<file path="src/rtl/image_conv_sequencer_pkg.sv">
// rtl/image_conv_sequencer_pkg.sv - command/state encodings shared by the convolution job sequencer
package image_conv_sequencer_pkg;

    localparam logic [3:0] CMD_NONE = 4'b0000;
    localparam logic [3:0] CMD_PARA = 4'b0001;
    localparam logic [3:0] CMD_COMP = 4'b0010;
    localparam logic [3:0] CMD_ACK  = 4'b1111;

    localparam logic [3:0] ST_IDLE = 4'b0000;
    localparam logic [3:0] ST_PARA = 4'b0001;
    localparam logic [3:0] ST_COMP = 4'b0010;
    localparam logic [3:0] ST_IRQ  = 4'b1111;

    typedef enum logic [2:0] {
        S_IDLE      = 3'd0,
        S_PARA_REQ  = 3'd1,
        S_PARA_WAIT = 3'd2,
        S_PARA_ACK  = 3'd3,
        S_COMP_REQ  = 3'd4,
        S_COMP_WAIT = 3'd5,
        S_COMP_ACK  = 3'd6,
        S_ERR       = 3'd7
    } seq_state_e;

    function automatic logic [3:0] cmd_for_state(input seq_state_e s);
        case (s)
            S_PARA_REQ: return CMD_PARA;
            S_COMP_REQ: return CMD_COMP;
            S_PARA_ACK,
            S_COMP_ACK: return CMD_ACK;
            default:    return CMD_NONE;
        endcase
    endfunction

endpackage

</file>
<file path="src/rtl/image_conv_sequencer_if.sv">
// rtl/image_conv_sequencer_if.sv - 4-bit Control/State handshake between sequencer and engine
interface image_conv_sequencer_if;
    logic [3:0] State;
    logic [3:0] Control;

    modport master (output Control, input State);
    modport slave  (input Control, output State);
endinterface

</file>
<file path="src/rtl/image_seq_watchdog.sv">
// rtl/image_seq_watchdog.sv - clearable handshake watchdog; expires on the cycle the count reaches HS_TIMEOUT
module image_seq_watchdog #(
    parameter int TO_W       = 16,
    parameter int HS_TIMEOUT = 1023
) (
    input  logic clk,
    input  logic rst,
    input  logic clr_i,
    input  logic en_i,
    output logic expire_o
);

    localparam logic [TO_W-1:0] LAST_CNT = TO_W'(HS_TIMEOUT - 1);

    logic [TO_W-1:0] cnt_q;
    logic [TO_W-1:0] cnt_d;

    always_comb begin
        cnt_d = cnt_q;
        if (clr_i) begin
            cnt_d = '0;
        end else if (en_i) begin
            cnt_d = cnt_q + TO_W'(1);
        end
    end

    always_ff @(posedge clk) begin
        if (rst) begin
            cnt_q <= '0;
        end else begin
            cnt_q <= cnt_d;
        end
    end

    assign expire_o = en_i && (cnt_q == LAST_CNT);

endmodule

</file>
<file path="src/rtl/image_conv_sequencer.sv">
// rtl/image_conv_sequencer.sv - multi-layer job sequencer driving the convolution engine Control/State handshake
module image_conv_sequencer
    import image_conv_sequencer_pkg::*;
#(
    parameter int LAYER_W    = 8,
    parameter int TO_W       = 16,
    parameter int HS_TIMEOUT = 1023
) (
    input  logic                       clk,
    input  logic                       rst,
    input  logic                       start,
    input  logic                       abort,
    input  logic [LAYER_W-1:0]         layer_num,
    image_conv_sequencer_if.master     eng,
    output logic [LAYER_W-1:0]         layer_idx,
    output logic                       busy,
    output logic                       done,
    output logic                       error
);

    seq_state_e         state_q, state_d;
    logic [LAYER_W-1:0] num_q;
    logic [LAYER_W-1:0] idx_q;
    logic [3:0]         ctl_q;
    logic               busy_q, done_q, err_q;

    logic accept, finish, zero_job, next_layer, last_layer;
    logic wd_en, wd_clr, wd_expire;

    assign last_layer = (idx_q == num_q - LAYER_W'(1));
    assign wd_en = (state_q == S_PARA_REQ) || (state_q == S_PARA_ACK) ||
                   (state_q == S_COMP_REQ) || (state_q == S_COMP_ACK);
    assign wd_clr = (state_d != state_q);

    image_seq_watchdog #(
        .TO_W       (TO_W),
        .HS_TIMEOUT (HS_TIMEOUT)
    ) u_watchdog (
        .clk      (clk),
        .rst      (rst),
        .clr_i    (wd_clr),
        .en_i     (wd_en),
        .expire_o (wd_expire)
    );

    // A State match always wins over a watchdog expiry in the same cycle.
    always_comb begin
        state_d    = state_q;
        accept     = 1'b0;
        finish     = 1'b0;
        zero_job   = 1'b0;
        next_layer = 1'b0;
        if (abort && (state_q != S_IDLE)) begin
            state_d = S_IDLE;
        end else begin
            case (state_q)
                S_IDLE: begin
                    if (start && !abort) begin
                        if (layer_num != '0) begin
                            state_d = S_PARA_REQ;
                            accept  = 1'b1;
                        end else begin
                            zero_job = 1'b1;
                        end
                    end
                end
                S_PARA_REQ: begin
                    if (eng.State == ST_PARA)  state_d = S_PARA_WAIT;
                    else if (wd_expire)        state_d = S_ERR;
                end
                S_PARA_WAIT: begin
                    if (eng.State == ST_IRQ)   state_d = S_PARA_ACK;
                end
                S_PARA_ACK: begin
                    if (eng.State == ST_IDLE)  state_d = S_COMP_REQ;
                    else if (wd_expire)        state_d = S_ERR;
                end
                S_COMP_REQ: begin
                    if (eng.State == ST_COMP)  state_d = S_COMP_WAIT;
                    else if (wd_expire)        state_d = S_ERR;
                end
                S_COMP_WAIT: begin
                    if (eng.State == ST_IRQ)   state_d = S_COMP_ACK;
                end
                S_COMP_ACK: begin
                    if (eng.State == ST_IDLE) begin
                        if (last_layer) begin
                            state_d = S_IDLE;
                            finish  = 1'b1;
                        end else begin
                            state_d    = S_PARA_REQ;
                            next_layer = 1'b1;
                        end
                    end else if (wd_expire) begin
                        state_d = S_ERR;
                    end
                end
                S_ERR: begin
                    if (start) state_d = S_IDLE;
                end
                default: state_d = S_IDLE;
            endcase
        end
    end

    always_ff @(posedge clk) begin
        if (rst) begin
            state_q <= S_IDLE;
            ctl_q   <= CMD_NONE;
            num_q   <= '0;
            idx_q   <= '0;
            busy_q  <= 1'b0;
            done_q  <= 1'b0;
            err_q   <= 1'b0;
        end else begin
            state_q <= state_d;
            ctl_q   <= cmd_for_state(state_d);
            busy_q  <= (state_d != S_IDLE) && (state_d != S_ERR);
            done_q  <= finish || zero_job;
            if (accept) begin
                num_q <= layer_num;
                idx_q <= '0;
                err_q <= 1'b0;
            end else begin
                if (next_layer) begin
                    idx_q <= idx_q + LAYER_W'(1);
                end
                if ((state_d == S_ERR) && (state_q != S_ERR)) begin
                    err_q <= 1'b1;
                end
            end
        end
    end

    assign eng.Control = ctl_q;
    assign layer_idx   = idx_q;
    assign busy        = busy_q;
    assign done        = done_q;
    assign error       = err_q;

endmodule

</file>
<file path="src/flat_wrapper.sv">
// flat-port wrapper written by rule: the top's interface ports become plain ports
module image_conv_sequencer_flat import image_conv_sequencer_pkg::*;
#(
    parameter int LAYER_W    = 8,
    parameter int TO_W       = 16,
    parameter int HS_TIMEOUT = 1023
)
  (clk, rst, start, abort, layer_num, layer_idx, busy, done, error, eng_Control, eng_State);
  image_conv_sequencer_if eng_i ();
  input  logic clk;
  input  logic rst;
  input  logic start;
  input  logic abort;
  input  logic [LAYER_W-1:0] layer_num;
  output logic [LAYER_W-1:0] layer_idx;
  output logic busy;
  output logic done;
  output logic error;
  output wire logic [$bits(eng_i.Control)-1:0] eng_Control;
  input wire logic [$bits(eng_i.State)-1:0] eng_State;
  assign eng_Control = eng_i.Control;
  assign eng_i.State = eng_State;
  image_conv_sequencer #(.LAYER_W(LAYER_W), .TO_W(TO_W), .HS_TIMEOUT(HS_TIMEOUT)) u_core (.clk(clk), .rst(rst), .start(start), .abort(abort), .layer_num(layer_num), .eng(eng_i), .layer_idx(layer_idx), .busy(busy), .done(done), .error(error));
endmodule
</file>
<file path="config.mk">
export PLATFORM = sky130hd
export DESIGN_NAME = image_conv_sequencer_flat
export DESIGN_NICKNAME = d
export VERILOG_FILES = /design/src/rtl/image_conv_sequencer_pkg.sv /design/src/rtl/image_conv_sequencer_if.sv /design/src/rtl/image_seq_watchdog.sv /design/src/rtl/image_conv_sequencer.sv /design/src/flat_wrapper.sv
export SDC_FILE = /design/constraint.sdc
export NUM_CORES = 1
export LEC_CHECK = 0
export BUFFER_PORTS_ARGS = -buffer_cell sky130_fd_sc_hd__buf_2
export CORE_MARGIN = 4
export CORE_UTILIZATION = 46
export DETAILED_ROUTE_END_ITERATION = 6
export PLACE_DENSITY = 0.68
export SLEW_MARGIN = 20
export SYNTH_ARGS = -nofsm -noshare
export SYNTH_HDL_FRONTEND = slang
export SYNTH_SLANG_ARGS = --single-unit
</file>
<file path="constraint.sdc">
create_clock -name clk -period 4.6 [get_ports clk]
set_clock_uncertainty 0.05 [all_clocks]
set_input_delay 0.92 -clock clk [delete_from_list [all_inputs] [get_ports clk]]
set_output_delay 0.92 -clock clk [all_outputs]
set_load 0.01 [all_outputs]
</file>
==> impl_metrics.ini, run 1 <==
[run_status]
status = complete, no violations

[global_route]
grt_usage_pct = 17.5
antenna_found_initial = 0
grt_pass1_vias = 1996
grt.busiest_layer = met2
met1_usage_pct = 22.5
overflow = 0
use_met2_pct = 28.0
met3_usage_pct = 3.61
grt_pass1_wl_um = 8870
grt_start_max_net_pins = 21

[critical_path]
crit_fanout = 16
critPathLaunchType = input port
cpMaxStageDelayCell = or4_4
r2r-end = u_core.u_watchdog.cnt_q[1]
cp_top_family = simple AND/OR/NAND/NOR gates
slowest_delay_ns = 0.56
endpoint_kind = register
arrival_ns = 3.50
cp_num_buf_inv = 1
required_ns = 4.76
r2r-start = u_core.state_q[2]
cp_cell_sequence = buf_2 > or4_1 > o2111a_1 > or4_4 > nand2_1 > xnor2_1 > nand4b_2 > a211oi_1
ff2ff_path_depth = 7
ff2ff_setup_slack_ns = 1.46
critical_path_class = in2reg

[routing]
wl_um = 5060
firstDrtPassIters = 6
ant_nets = 0
routedWlPerCell_um = 13.5
route.vias.total = 2063
initialDrtViolationCount = 103
drc = 0
vias_per_cell = 5.50

[power_and_ir_drop]
swShare_pct = 27.0
seqPwrFrac_pct = 54.1
combPwrFrac_pct = 12.6
intPower_mw = 0.501
peakVddDrop_v = 0.000138
p_clk_share_pct = 33.4
leakage_nw = 1.05
p_per_area_nw_per_um2 = 262
netSwitchingPower_mw = 0.185

[yosys]
synth-edff-count = 0
synth-seq-area-share_pct = 34.8
ys_types = 58
synth_area_per_cell_um2 = 8.33
async_flop_share_pct = 0
synthFlopType = dfxtp_1
syn_inst = 283
synth_top_area_share_pct = 34.8
synth_area_um2 = 2360
ys_warn_count = 0
postSynthNetCount = 303
synth.area.top_cells = dfxtp_1 (35%), xor2_1 (7.1%), nor2_1 (6.8%)
yosys.area.top_type = dfxtp_1
ys_seq_elements = 41

[min_path]
hp-class = reg2reg
hold_path_end = u_core.error
min_from = u_core.error
hold_depth = 1

[placed_design]
io_buffers = 30
gp_congestion = 0.784
place_hpwl_um = 3800

[clock_tree]
cts_max_path_buffers = 2
postCtsSetupBuffers = 0
clkLatencyLatePin_ns = 0.29
hold_buffers = 0
cts_resized = 0
htree_num_levels = 2
clock-root-buffer = clkbuf_8
cts-buffers-inserted = 5
cts_tree = done
cts_sinks = 41
clk_pin_slew_worst_paths_ns = 0.08

[cells_and_area]
multiInputGateArea_um2 = 1450
n_fill_cell = 470
final_util_pct = 54.0
drive_gt1_share_pct = 15.3
diodes = 0
area_growth_pct = 11.0
ff_latch_area_um2 = 821
nets = 327

[timing]
slew_viol_final = 0
setup_viol = 0
grt_setup_unrepaired = false
post-route-period-util_pct = 72.5
finalHoldViolations = 0
max_freq_mhz = 300
slew_headroom_pct = 55.2
tns_ns = 0
fin_crit_ns = 3.34
worst_pin_slew_ns = 0.666

[floorplan]
die_h_um = 79.6
fp.dieArea_um2 = 6340
io_pins = 31
initial_utilization_pct = 48.6
die_x_um = 79.6
rows = 25
core_area_um2 = 4850

[job]
cap_violations = 0
==> how the worst max path moves through the flow <==
stage,slack [ns],cells past startpoint,startpoint,end
global placement,0.99,8,layer_num[3],u_core.u_watchdog.cnt_q[1]
floorplan,1.52,7,layer_num[0],u_core.eng.Control[0]
CTS,1.27,8,layer_num[0],u_core.u_watchdog.cnt_q[1]
finish,1.26,8,layer_num[0],u_core.u_watchdog.cnt_q[1]
detailed placement,0.96,8,layer_num[3],u_core.u_watchdog.cnt_q[1]
global route,1.09,8,layer_num[0],u_core.u_watchdog.cnt_q[1]
==> sequential cells by signal (all words and copies together), names as in the netlist <==
signal / count
u_core.eng.Control: 3
u_core.state_q: 3
u_core.error: 1
u_core.done: 1
u_core.layer_idx: 8
u_core.u_watchdog.cnt_q: 16
u_core.busy: 1
u_core.num_q: 8
==> logic make-up (layout without fill, tap and decap cells) <==
kind of cell | after synthesis | count (layout) | synth area share (%)
muxes | 10 | 10 | 4.30
xor gates and xnor gates | 31 | 31 | 11.5
adders and majority gates | 4 | 4 | 2.12
buffers and inverters | 22 | 47 | 3.82
and+or+nand+nor | 125 | 125 | 26.9
DFF | 41 | 41 | 34.8
AOI/OAI and AO/OA | 50 | 50 | 16.6
==> cells in the mapped netlist, drive strengths merged, types with 2 or more instances <==
cell type	n
xor2	19
nor3	7
nand4	9
ha	4
o21bai	2
a211oi	5
nor4b	2
o2111a	2
nor2b	4
mux2i	9
or4	3
nand3	8
nand4b	3
dfxtp	41
or2	2
a22o	2
o21ai	3
or3	3
and3	6
nand2	23
nand3b	2
buf	5
nor2	43
xnor2	12
nand2b	4
a21o	2
a31oi	6
a21oi	13
clkbuf	8
inv	9
nor4	3
a21bo	2
==> cell type report <==
cell class,count,area share [%]
multi-input combinational,220,55.3
sequential,41,31.3
timing repair buffer,30,5.73
tap,67,3.20
clock buffer,6,2.77
inverter,9,1.29
clock inverter,2,0.382
==> metrics by stage <==
step	power (mW)	worst slack, ns	instance area [um2]	hold slack [ns]	instances
after floorplan	0.443	1.52	2360	0.430	283
after global placement	0.465	0.988	2540	0.423	367
after detailed placement	0.466	0.962	2540	0.435	367
after CTS	0.694	1.27	2620	0.453	375
after global routing	0.723	1.09	2620	0.466	375
final	0.687	1.26	2620	0.452	375
==> cells in the final DEF, fill, tap and decap left out, drive strengths merged, types with 4 or more instances in the layout <==
cell type  count
clkbuf         6
and3           6
inv            9
nor2b          4
a211oi         5
buf           30
nor2          43
nand4          9
nor3           7
xnor2         12
dfxtp         41
ha             4
nand3          8
a21oi         13
nand2b         4
xor2          19
nand2         23
mux2i          9
a31oi          6
==> per-layer routing <==
metal	up-vias	part of all wire, %	wire, um
met2	38	46	2310
met3	11	3.8	192
met4	0	2.3	114
li1	1055	-	-
met1	959	48	2440
met5	-	0	0
==> power groups by stage <==
| stage | registers (mW) | clock network, mW | logic [mW] |
|---|---|---|---|
| 2_1_floorplan | 0.375 | 0 | 0.0681 |
| 3_3_place_gp | 0.379 | 0 | 0.0859 |
| 3_5_place_dp | 0.380 | 0 | 0.0861 |
| 4_1_cts | 0.371 | 0.236 | 0.0868 |
| 5_1_grt | 0.373 | 0.252 | 0.0984 |
| 6_report | 0.371 | 0.229 | 0.0864 |
Power figures use the tool's default switching activity.
==> run 2: changes to the inputs <==
--- a/config.mk
+++ b/config.mk
@@ -5,11 +5,12 @@
 export SDC_FILE = /design/constraint.sdc
 export NUM_CORES = 1
 export LEC_CHECK = 0
+export ABC_AREA = 1
 export BUFFER_PORTS_ARGS = -buffer_cell sky130_fd_sc_hd__buf_2
 export CORE_MARGIN = 4
 export CORE_UTILIZATION = 46
 export DETAILED_ROUTE_END_ITERATION = 6
-export PLACE_DENSITY = 0.68
+export PLACE_DENSITY = 0.67
 export SLEW_MARGIN = 20
 export SYNTH_ARGS = -nofsm -noshare
 export SYNTH_HDL_FRONTEND = slang
==> constraint.sdc (replaced) <==
create_clock -name clk -period 3.2 [get_ports clk]
set_clock_uncertainty 0.05 [all_clocks]
set_input_delay 0.64 -clock clk [delete_from_list [all_inputs] [get_ports clk]]
set_output_delay 0.64 -clock clk [all_outputs]
set_load 0.01 [all_outputs]
==> run 2 against run 1 <==
  * Critical path depth increased by 8
  * Register-to-register slack worse by 0.68 ns
  * Final area increased by 9.5%
  * Critical path type is now reg2reg
  * Sequential cell count did not move
  * Routed wire length increased by 1.5%
  * First-iteration DRC count down 25%
  * Critical endpoint is now u_core.u_watchdog.cnt_q[4]
  * Global-route usage down 2.2 points
==> impl_metrics.ini, run 2 <==
[run_status]
status = complete, no violations

[timing]
fin_crit_ns = 2.42
grt_setup_unrepaired = false
slew_headroom_pct = 69.8
finalHoldViolations = 0
worst_pin_slew_ns = 0.453
max_freq_mhz = 414
tns_ns = 0
slew_viol_final = 0
post-route-period-util_pct = 75.5
setup_viol = 0

[floorplan]
initial_utilization_pct = 47.3
die_x_um = 83.0
rows = 27
core_area_um2 = 5470
fp.dieArea_um2 = 6890
io_pins = 31
die_h_um = 83.0

[clock_tree]
cts_tree = done
clock-root-buffer = clkbuf_8
cts_max_path_buffers = 2
postCtsSetupBuffers = 0
cts-buffers-inserted = 5
cts_resized = 0
hold_buffers = 0
cts_sinks = 41
clkLatencyLatePin_ns = 0.29
htree_num_levels = 2
clk_pin_slew_worst_paths_ns = 0.08

[cells_and_area]
nets = 430
finalNonFillerCells = 483
final_area_um2 = 2870
layout_common_cells = nand2_1 (83), nor2_1 (56), inv_1 (43)
drive_gt1_share_pct = 20.0
largest-register = u_core.u_watchdog.cnt_q
n_fill_cell = 568
final_common_cell = nand2_1
area_growth_pct = 10.8
multiInputGateArea_um2 = 1490
ff_latch_area_um2 = 821
largest_register_ffs = 16
diodes = 0

[critical_path]
r2r-end = u_core.u_watchdog.cnt_q[4]
r2r-start = u_core.num_q[0]
required_ns = 3.32
endpoint_kind = register
arrival_ns = 2.54
ff2ff_path_depth = 16
critPathLaunchType = register
crit_fanout = 16
critical_path_class = reg2reg
ff2ff_setup_slack_ns = 0.78

[yosys]
yosys.area.top_type = dfxtp_1
syn_inst = 382
ys_types = 30
ys_seq_elements = 41
synth-edff-count = 0
synth_area_per_cell_um2 = 6.78
synth.area.top_cells = dfxtp_1 (32%), nand2_1 (12%), nor2_1 (8.1%)
synth-seq-area-share_pct = 31.7
synth_top_area_share_pct = 31.7
synth_area_um2 = 2590
yosys-top-cells-count = nand2_1 (83), nor2_1 (56), inv_1 (43)
synthFlopType = dfxtp_1
async_flop_share_pct = 0
postSynthNetCount = 402
synth.most_common_cell = nand2_1
ys_warn_count = 0

[min_path]
hold_path_end = u_core.error
hold_depth = 2
hp-class = reg2reg
min_from = u_core.error

[placed_design]
dp.cells = 475
gp_congestion = 0.843
postPlaceCellArea_um2 = 2750
io_buffers = 30
place_hpwl_um = 3990

[routing]
routedWlPerCell_um = 10.6
route.vias.total = 2326
ant_nets = 0
wl_um = 5130
firstDrtPassIters = 4
vias_per_cell = 4.82
initialDrtViolationCount = 77
drc = 0

[power_and_ir_drop]
finalPower_mw = 1.10
peakVddDrop_v = 0.000272
p_per_area_nw_per_um2 = 384
leakage_nw = 1.28

[global_route]
overflow = 0
grt_pass1_vias = 2112
grt_start_max_net_pins = 17
grt_pass1_wl_um = 8940
grt_usage_pct = 15.3
antenna_found_initial = 0

[job]
cap_violations = 0
## run 2: power breakdown
| group | switching [mW] | total (mW) | internal [mW] | leakage [nW] |
|---|---|---|---|---|
| combinational | 0.0922 | 0.139 | 0.0469 | 0.885 |
| clock | 0.176 | 0.431 | 0.254 | 0.0585 |
| sequential | 0.0103 | 0.531 | 0.521 | 0.332 |
## run 2: area by class of cell
class / instances / share of cell area (%)
Clock buffer: 7 / 3.01
Timing Repair Buffer: 30 / 5.24
Sequential cell: 41 / 28.6
Tap cell: 72 / 3.14
Multi-Input combinational cell: 278 / 51.8
Clock inverter: 1 / 1.05
Inverter: 54 / 7.16
## run 2: cells by family (layout without fill, tap and decap cells)
family	count (synthesis)	count (layout)	synth area share, %
adders and majority gates	4	4	1.93
and+or+nand+nor	218	218	41.1
buffers and inverters	63	92	10.9
xor gates and xnor gates	23	23	7.78
DFF	41	41	31.7
AOI/OAI and AO/OA	33	33	6.52
## run 2: worst max path at each step
| stage | startpoint | endpoint | slack [ns] | cells past startpoint |
|---|---|---|---|---|
| 2_1_floorplan | u_core.num_q[0] | u_core.u_watchdog.cnt_q[1] | 1.12 | 17 |
| 3_3_place_gp | layer_num[0] | u_core.u_watchdog.cnt_q[6] | 0.73 | 9 |
| 3_5_place_dp | layer_num[0] | u_core.u_watchdog.cnt_q[4] | 0.65 | 9 |
| 4_1_cts | u_core.num_q[0] | u_core.u_watchdog.cnt_q[5] | 0.74 | 15 |
| 5_1_grt | u_core.num_q[0] | u_core.u_watchdog.cnt_q[5] | 0.52 | 16 |
| 6_report | u_core.num_q[0] | u_core.u_watchdog.cnt_q[4] | 0.78 | 16 |
## run 2: metal layers
layer / global-route usage [%] / part of all wire, %
met5: 0 / 0
met1: 19.8 / 49
met4: 3.71 / 0.78
met3: 3.27 / 3.4
met2: 25.7 / 47
## run 2: critical path: stages (launching register included)
cell,delay (ns)
dfxtp_1,0.35
inv_2,0.07
ha_1,0.31
nand2_1,0.07
inv_1,0.03
nor2_1,0.08
nand2_1,0.06
nor2_1,0.12
nand3_1,0.08
nor2_1,0.13
nand2_1,0.13
nand2_1,0.10
nand3_2,0.10
nand2_1,0.11
nand2_1,0.08
nand3_4,0.34
nor2_1,0.08
## run 2: through the flow
step	utilization [%]	hold slack [ns]	worst slack, ns
after floorplan	-	0.406	1.12
after global placement	50.3	0.393	0.730
after detailed placement	50.3	0.400	0.647
after CTS	52.4	0.412	0.737
after global routing	52.4	0.436	0.520
final	52.4	0.418	0.783
==> run 3: changes to the inputs <==
==> constraint.sdc (replaced) <==
create_clock -name clk -period 2.5 [get_ports clk]
set_clock_uncertainty 0.05 [all_clocks]
set_input_delay 0.5 -clock clk [delete_from_list [all_inputs] [get_ports clk]]
set_output_delay 0.5 -clock clk [all_outputs]
set_load 0.01 [all_outputs]
==> run 3 against run 2 <==
  * Power up 22%
  * Via count down 0.17%
  * Sequential share of layout area down 0.35 points
  * Clock-buffer cell count unchanged
  * Combinational power up 37%
  * First-iteration DRC count up 18%
  * Final area up 1.2%
  * Sequential cell count unchanged
  * Global-route usage up 0.65 points
  * Hold slack worse by 0.038 ns
  * Critical endpoint is now u_core.u_watchdog.cnt_q[6]
  * Largest cell class unchanged
==> impl_metrics.ini, run 3 (synthesized netlist as in run 2, its figures left out) <==
[clock_tree]
clkLatencyLatePin_ns = 0.29
postCtsSetupBuffers = 0
hold_buffers = 0
clock-root-buffer = clkbuf_8
cts_tree = done
clk_pin_slew_worst_paths_ns = 0.08
cts-buffers-inserted = 5
cts_resized = 0
cts_sinks = 41
cts_max_path_buffers = 2
htree_num_levels = 2

[global_route]
grt_pass1_wl_um = 9260
grt_usage_pct = 15.9
antenna_found_initial = 0
overflow = 0
grt_pass1_vias = 2146
grt_start_max_net_pins = 17

[timing]
setup_viol = 0
max_freq_mhz = 442
fin_crit_ns = 2.26
finalHoldViolations = 0
slew_viol_final = 0
grt_setup_unrepaired = false
slew_headroom_pct = 67.2
tns_ns = 0
worst_pin_slew_ns = 0.492
post-route-period-util_pct = 90.4

[critical_path]
cp_num_buf_inv = 3
cpMaxStageDelayCell = dfxtp_1
arrival_ns = 2.40
cp_cell_sequence = inv_2 > ha_1 > nand2_1 > inv_1 > nor2_1 > nand2_1 > nor2_1 > nand3_1 > nor2_1 > nand2_1 > nand2_1 > nand3_2 > nand2_1 > nand2_1 > nand3_4 > buf_12 > nor2_1
crit_top_cell = nand2_1
slowest_delay_ns = 0.34
critical_path_class = reg2reg
r2r-start = u_core.num_q[0]
endpoint_kind = register
ff2ff_path_depth = 17
ff2ff_setup_slack_ns = 0.24
cp_top_family = simple AND/OR/NAND/NOR gates
r2r-end = u_core.u_watchdog.cnt_q[6]
critPathLaunchType = register
crit_fanout = 14
required_ns = 2.64

[floorplan]
die_x_um = 83.0
initial_utilization_pct = 47.3
fp.dieArea_um2 = 6890
core_area_um2 = 5470
die_h_um = 83.0
io_pins = 31
rows = 27

[routing]
initialDrtViolationCount = 91
ant_nets = 0
firstDrtPassIters = 4
vias_per_cell = 4.76
routedWlPerCell_um = 10.8
drc = 0
route.vias.total = 2322
wl_um = 5250

[power_and_ir_drop]
finalPower_mw = 1.35
leakage_nw = 1.30
p_per_area_nw_per_um2 = 465
peakVddDrop_v = 0.000341

[min_path]
min_from = rst
hp-class = in2reg
hold_path_end = u_core.state_q[1]
hold_depth = 2

[job]
cap_violations = 0

[cells_and_area]
largest_register_ffs = 16
largest-register = u_core.u_watchdog.cnt_q
diodes = 0
final_common_cell = nand2_1
layout_common_cells = nand2_1 (83), nor2_1 (56), inv_1 (43)
area_growth_pct = 12.1
drive_gt1_share_pct = 21.2
nets = 435

[placed_design]
gp_congestion = 0.899
place_hpwl_um = 4120
io_buffers = 30

[run_status]
status = complete, no violations
-- run 3: worst max-delay path by stage --
stage	slack, ns	to	cells past startpoint	from
after floorplan	0.42	u_core.u_watchdog.cnt_q[1]	17	u_core.num_q[0]
after global placement	0.21	u_core.u_watchdog.cnt_q[8]	16	u_core.num_q[0]
after detailed placement	0.13	u_core.u_watchdog.cnt_q[6]	16	u_core.num_q[0]
after CTS	0.12	u_core.u_watchdog.cnt_q[6]	16	u_core.num_q[0]
after global routing	0.03	u_core.u_watchdog.cnt_q[15]	11	u_core.state_q[1]
final	0.24	u_core.u_watchdog.cnt_q[6]	17	u_core.num_q[0]
-- run 3: power by group --
group | internal [mW] | switching, mW
Clock | 0.250 | 0.227
Combinational | 0.0717 | 0.120
Sequential | 0.667 | 0.0135
Total | 0.988 | 0.361
-- run 3: layout make-up --
cell class                      count  area (um2)
Fill cell                         565        2570
Timing Repair Buffer               35         200
Tap cell                           72        90.1
Clock buffer                        7        96.3
Inverter                           54         205
Clock inverter                      1        5.00
Sequential cell                    41         821
Multi-Input combinational cell    278        1490
-- run 3: layer usage --
metal	share of wire, %	track usage (%)
met5	0	0
met3	3.9	4.37
met2	46	26.5
met4	0.76	3.71
met1	49	20.5
-- run 3: metrics by stage --
step | instances | setup slack, ns | util [%] | area (um2) | hold slack, ns
3_5_place_dp | 478 | 0.127 | 50.7 | 2770 | 0.392
5_1_grt | 488 | 0.0286 | 53.0 | 2900 | 0.388
6_report | 488 | 0.239 | 53.0 | 2900 | 0.380
3_3_place_gp | 478 | 0.214 | 50.7 | 2770 | 0.391
2_1_floorplan | 382 | 0.425 | - | 2590 | 0.406
4_1_cts | 486 | 0.117 | 52.5 | 2880 | 0.374
